`config.mk`:
```
export PLATFORM = sky130hd
export DESIGN_NAME = video_scanout
export DESIGN_NICKNAME = d
export VERILOG_FILES = /design/src/rtl/video_scanout.sv
export SDC_FILE = /design/constraint.sdc
export NUM_CORES = 1
export LEC_CHECK = 0
export CELL_PAD_IN_SITES_DETAIL_PLACEMENT = 1
export CELL_PAD_IN_SITES_GLOBAL_PLACEMENT = 2
export CORE_ASPECT_RATIO = 0.6
export CORE_MARGIN = 5
export CORE_UTILIZATION = 37
export CTS_BUF_LIST = sky130_fd_sc_hd__clkbuf_8
export DETAILED_ROUTE_END_ITERATION = 6
export GPL_ROUTABILITY_DRIVEN = 1
export PLACE_DENSITY = 0.93
export SYNTH_ARGS = -nofsm -noshare
export SYNTH_HDL_FRONTEND = slang
export SYNTH_SLANG_ARGS = --single-unit
```
`constraint.sdc`:
```
create_clock -name clk -period 3.54 [get_ports clk]
set_input_delay 1.062 -clock clk [delete_from_list [all_inputs] [get_ports clk]]
set_output_delay 1.062 -clock clk [all_outputs]
set_load 0.05 [all_outputs]
```
`src/rtl/video_scanout.sv`:
```
// VGA-style raster scanout of a 16x16 one-bit video RAM, each cell drawn as a CELL_W x CELL_H block.
// Optional build macro GRID_LINES_EN overlays a one-pixel border on every cell.
module video_scanout #(
    parameter int H_ACTIVE = 640,
    parameter int H_FP     = 16,
    parameter int H_SYNC   = 96,
    parameter int H_BP     = 48,
    parameter int V_ACTIVE = 480,
    parameter int V_FP     = 10,
    parameter int V_SYNC   = 2,
    parameter int V_BP     = 33,
    parameter int CELL_W   = 30,
    parameter int CELL_H   = 30,
    parameter int X_OFFSET = 80,
    parameter int SYNC_POL = 0
) (
    input  logic       clk,
    input  logic       rst,
    input  logic       en,
    output logic [3:0] ram_x,
    output logic [3:0] ram_y,
    input  logic       ram_rd_data,
    output logic       hsync,
    output logic       vsync,
    output logic       de,
    output logic       pix,
    output logic       in_grid,
    output logic       vblank,
    output logic       frame_start
);

    localparam int H_TOTAL = H_ACTIVE + H_FP + H_SYNC + H_BP;
    localparam int V_TOTAL = V_ACTIVE + V_FP + V_SYNC + V_BP;
    localparam int HC_W    = $clog2(H_TOTAL);
    localparam int VC_W    = $clog2(V_TOTAL);
    localparam int SX_W    = $clog2(CELL_W + 1);
    localparam int SY_W    = $clog2(CELL_H + 1);

    localparam logic [HC_W-1:0] H_LAST  = HC_W'(H_TOTAL - 1);
    localparam logic [VC_W-1:0] V_LAST  = VC_W'(V_TOTAL - 1);
    localparam logic [HC_W-1:0] H_ACT   = HC_W'(H_ACTIVE);
    localparam logic [VC_W-1:0] V_ACT   = VC_W'(V_ACTIVE);
    localparam logic [HC_W-1:0] HS_BEG  = HC_W'(H_ACTIVE + H_FP);
    localparam logic [HC_W-1:0] HS_END  = HC_W'(H_ACTIVE + H_FP + H_SYNC);
    localparam logic [VC_W-1:0] VS_BEG  = VC_W'(V_ACTIVE + V_FP);
    localparam logic [VC_W-1:0] VS_END  = VC_W'(V_ACTIVE + V_FP + V_SYNC);
    localparam logic [HC_W-1:0] GX_BEG  = HC_W'(X_OFFSET);
    localparam logic [HC_W-1:0] GX_END  = HC_W'(X_OFFSET + 16 * CELL_W);
    localparam logic [HC_W-1:0] GX_PRE  = (X_OFFSET == 0) ? H_LAST : HC_W'(X_OFFSET - 1);
    localparam logic [VC_W-1:0] GY_END  = VC_W'(16 * CELL_H);
    localparam logic [SX_W-1:0] SX_LAST = SX_W'(CELL_W - 1);
    localparam logic [SY_W-1:0] SY_LAST = SY_W'(CELL_H - 1);
    localparam logic            SYNC_ACT = (SYNC_POL != 0);

    if ((16 * CELL_W + X_OFFSET > H_ACTIVE) || (16 * CELL_H > V_ACTIVE)) begin : g_bad_grid
        $error("video_scanout: 16x16 grid does not fit inside the active area");
    end

    logic [HC_W-1:0] hcnt, hcnt_nxt;
    logic [VC_W-1:0] vcnt, vcnt_nxt;
    logic [SX_W-1:0] sx, sx_nxt;
    logic [SY_W-1:0] sy, sy_nxt;
    logic [3:0]      cx, cx_nxt, cy, cy_nxt;
    logic            vld_p0;
    logic            h_wrap, v_wrap, h_in, v_in, h_in_nxt, v_in_nxt;
    logic            hs_p0, vs_p0, de_p0, grid_p0, pix_p0;
    logic            hsync_p1, vsync_p1, de_p1, grid_p1, pix_p1, fs_p1;
    logic [3:0]      ram_x_p1, ram_y_p1;

    assign vld_p0 = en;

    // Stage p0: raster position decode and next-state of all counters
    always_comb begin
        h_wrap   = (hcnt == H_LAST);
        v_wrap   = (vcnt == V_LAST);
        hcnt_nxt = h_wrap ? '0 : hcnt + 1'b1;
        vcnt_nxt = vcnt;
        if (h_wrap) vcnt_nxt = v_wrap ? '0 : vcnt + 1'b1;

        h_in     = (hcnt >= GX_BEG) && (hcnt < GX_END);
        v_in     = (vcnt < GY_END);
        h_in_nxt = (hcnt_nxt >= GX_BEG) && (hcnt_nxt < GX_END);
        v_in_nxt = (vcnt_nxt < GY_END);

        sx_nxt = sx;
        cx_nxt = cx;
        if (hcnt == GX_PRE) begin
            sx_nxt = '0;
            cx_nxt = '0;
        end else if (h_in) begin
            if (sx == SX_LAST) begin
                sx_nxt = '0;
                cx_nxt = cx + 1'b1;
            end else begin
                sx_nxt = sx + 1'b1;
            end
        end

        sy_nxt = sy;
        cy_nxt = cy;
        if (h_wrap) begin
            if (v_wrap) begin
                sy_nxt = '0;
                cy_nxt = '0;
            end else if (v_in) begin
                if (sy == SY_LAST) begin
                    sy_nxt = '0;
                    cy_nxt = cy + 1'b1;
                end else begin
                    sy_nxt = sy + 1'b1;
                end
            end
        end

        hs_p0   = (hcnt >= HS_BEG) && (hcnt < HS_END);
        vs_p0   = (vcnt >= VS_BEG) && (vcnt < VS_END);
        de_p0   = (hcnt < H_ACT) && (vcnt < V_ACT);
        grid_p0 = h_in && v_in;
`ifdef GRID_LINES_EN
        pix_p0  = (ram_rd_data | (sx == '0) | (sy == '0)) & grid_p0 & de_p0;
`else
        pix_p0  = ram_rd_data & grid_p0 & de_p0;
`endif
    end

    // Stage p1: registered outputs, one pixel behind the counters
    always_ff @(posedge clk) begin
        if (rst) begin
            hcnt     <= '0;
            vcnt     <= '0;
            sx       <= '0;
            sy       <= '0;
            cx       <= '0;
            cy       <= '0;
            ram_x_p1 <= '0;
            ram_y_p1 <= '0;
            hsync_p1 <= ~SYNC_ACT;
            vsync_p1 <= ~SYNC_ACT;
            de_p1    <= 1'b0;
            grid_p1  <= 1'b0;
            pix_p1   <= 1'b0;
            fs_p1    <= 1'b0;
        end else if (vld_p0) begin
            hcnt     <= hcnt_nxt;
            vcnt     <= vcnt_nxt;
            sx       <= sx_nxt;
            sy       <= sy_nxt;
            cx       <= cx_nxt;
            cy       <= cy_nxt;
            // Address tracks the cell of the new position so RAM data is ready by the next tick
            if (h_in_nxt && v_in_nxt) begin
                ram_x_p1 <= cx_nxt;
                ram_y_p1 <= cy_nxt;
            end
            hsync_p1 <= hs_p0 ? SYNC_ACT : ~SYNC_ACT;
            vsync_p1 <= vs_p0 ? SYNC_ACT : ~SYNC_ACT;
            de_p1    <= de_p0;
            grid_p1  <= grid_p0;
            pix_p1   <= pix_p0;
            fs_p1    <= h_wrap && v_wrap;
        end else begin
            fs_p1    <= 1'b0;
        end
    end

    assign ram_x       = ram_x_p1;
    assign ram_y       = ram_y_p1;
    assign hsync       = hsync_p1;
    assign vsync       = vsync_p1;
    assign de          = de_p1;
    assign in_grid     = grid_p1;
    assign pix         = pix_p1;
    assign frame_start = fs_p1;
    assign vblank      = (vcnt >= V_ACT);

endmodule

```
==> results.yml <==
status:
  outcome: "completed"
sta:
  setup-tns-final_ps: 0
  fmax_mhz: 303
  tightest_slew_ps: 681
  finalSetupViolCount: 0
  rsz0062_at_grt: "false"
  period_share_pct: 93.1
  hold_viol: 0
  max_slew_margin_pct: 54.3
  fin_skew_ps: 5.01
  drv_slew: 0
  min_period_ps: 3300
global_route:
  use_met1_pct: 26.1
  grt_overflow_total: 0
  grt_max_degree: 17
  grt_first_pass_wirelength_um: 13100
  busiest_layer: "met1"
  antenna_found_initial: 0
  gr-usage-met3_pct: 3.88
  grt_pass1_vias: 2564
  use_met2_pct: 23.8
  grt_usage_pct: 17.0
floorplanning:
  die_x_um: 124
  pin_count: 19
  placementRows: 24
  die_area_um2: 9730
  start_util_pct: 38.9
  coreArea_um2: 7420
  die_y_um: 78.4
power:
  power_density_nw_per_um2: 313
  peakVddDrop_v: 0.000122
  power_uw: 1020
  p_leak_uw: 0.00116
layout:
  area_growth_pct: 12.6
  layout.cells.non_filler: 476
  regArea_um2: 1040
  multi_input_area_um2: 1720
  fin_area_um2: 3250
  fill_cells: 918
  layout.nets: 386
  finalCoreUtilization_pct: 43.8
  diodes: 0
  drive_gt1_share_pct: 5.65
synthesis:
  yosys.area.top_type: "dfxtp_1"
  synth_nets: 373
  synth_warnings: 0
  synth-async-reset-ratio_pct: 0
  synthFlopType: "dfxtp_1"
  syn-mean-instance-area_um2: 8.07
  ys_types: 53
  seq_area_frac_synth_pct: 36.0
  syn_inst: 358
  yosysMostFrequentCell: "dfxtp_1"
  synth-seq-cells: 52
  synth.area.top_cells: "dfxtp_1, nor2_1, xor2_1"
  synth_edf_count: 0
  yosys.area.top_type_share_pct: 36.0
  synth_commonest_cells: "dfxtp_1, nor2_1, nand2_1, a21oi_1, nand3_1"
  synth_area_um2: 2890
clocking:
  cts.sinks: 52
  cts_setup_buffers: 0
  cts_tree: "yes"
  cts_root_buf: "clkbuf_8"
  clock_latency_ps: 320
  htreeDepth: 2
  cts_resized: 0
  holdBufCountCts: 0
  numCtsBuffers: 5
  clk_pin_slew_worst_paths_ps: 90
  cts_buffer_depth: 2
setup_path:
  crit_path_top_delay_cell: "clkdlybuf4s50_1"
  rrSetupSlack_ps: 510
  crit_family: "buffers and inverters"
  r2r_start: "hcnt[0]$_SDFFE_PP0P_"
  critical_path_buf_inv_count: 2
  path_class: "register to primary output"
  cp.required_ps: 2480
  cp.arrival_ps: 2240
  worstPathCellList: "and4_1 > nor2_1 > inv_1 > clkdlybuf4s50_1"
  critPathLaunchType: "register"
  crit_path_max_incr_delay_ps: 820
  cp_max_fo: 8
  cp-startpoint: "vcnt[6]$_SDFFE_PP0P_"
  worst_setup_path_end_kind: "primary output"
placed_design:
  dp_hpwl_um: 6020
  dpl.cell_count: 468
  place_area_um2: 3160
  port_buffers: 18
  place_congestion: 0.816
min_path:
  worstHoldStart: "pix$_SDFFE_PP0P_"
  hold_class: "register to register"
drt:
  avgViaCountPerCell: 5.64
  post_drt_wl_per_cell_um: 16.9
  ant_nets: 0
  drt_iter0_drc: 183
  dr.pass1.iters: 4
  num_vias: 2684
  drc: 0
  finalWirelength_um: 8040
run:
  drv_cap: 0
[where the power goes]
| group | switching [µW] | internal, µW | total (µW) | leakage [µW] |
|---|---|---|---|---|
| Combinational | 47.5 | 26.1 | 73.6 | 0.000696 |
| Sequential | 8.19 | 590 | 599 | 0.000420 |
| Clock | 207 | 138 | 345 | 0.0000455 |
[sequential cells by signal, indices dropped and copies added, names as in the netlist]
register	count
ram_x	4
in_grid	1
hsync	1
sx	5
cy	4
ram_y	4
vcnt	10
hcnt	10
sy	5
cx	4
pix	1
frame_start	1
de	1
vsync	1
[per-layer routing]
metal	share of wire (%)	vias up
met4	0.87	0
met2	41	40
met3	4.1	7
met5	0	-
met1	54	1318
li1	-	1319
[path summary, 6_finish.rpt]
path / to / cells past startpoint
setup / recovery: vblank / 4
hold / removal: pix$_SDFFE_PP0P_ / 2
setup reg to reg: ram_x[3]$_SDFFE_PP0P_ / 8
hold reg to reg: pix$_SDFFE_PP0P_ / 2
[cell usage in the layout, fill, tap and decap left out, drive strengths merged, types with 7 or more instances in the layout]
master and n:
inv 10, nand4 14, nor3 9, o21ai 23, ha 11, nand3 20
a21oi 23, and3 9, xnor2 7, nand2 26, dfxtp 52, buf 8
clkdlybuf4s50 18, xor2 17, nor2 50
[worst register-to-register path: cells and delay by family (launching register included)]
family                     cells  cell delay, ps
DFF                            1             460
AOI/OAI and AO/OA              2             400
and+or+nand+nor                5            1810
adders and majority gates      1             300
[kinds of logic (layout without fill, tap and decap cells)]
family | count (synthesis) | after routing | share of synthesized area (%)
mux | 6 | 6 | 2.08
buf+inv | 29 | 43 | 4.46
simple gates | 167 | 167 | 31.1
fa+ha+maj | 11 | 11 | 4.77
flops | 52 | 52 | 36.0
xor+xnor | 24 | 24 | 7.28
compound gates | 69 | 69 | 14.3
[cell type report]
cell class | instances | area share (%)
Clock buffer | 5 | 2.12
Clock inverter | 3 | 0.616
Inverter | 9 | 1.04
Multi-Input combinational cell | 277 | 52.8
Sequential cell | 52 | 32.0
Tap cell | 104 | 4.00
Timing Repair Buffer | 26 | 7.39
[stage by stage]
stage	hold WS [ps]	setup slack [ps]
2_1_floorplan	472	892
3_3_place_gp	459	533
3_5_place_dp	466	413
4_1_cts	482	249
5_1_grt	523	121
6_report	472	243
Note: power is estimated with default switching activity, not from simulation.
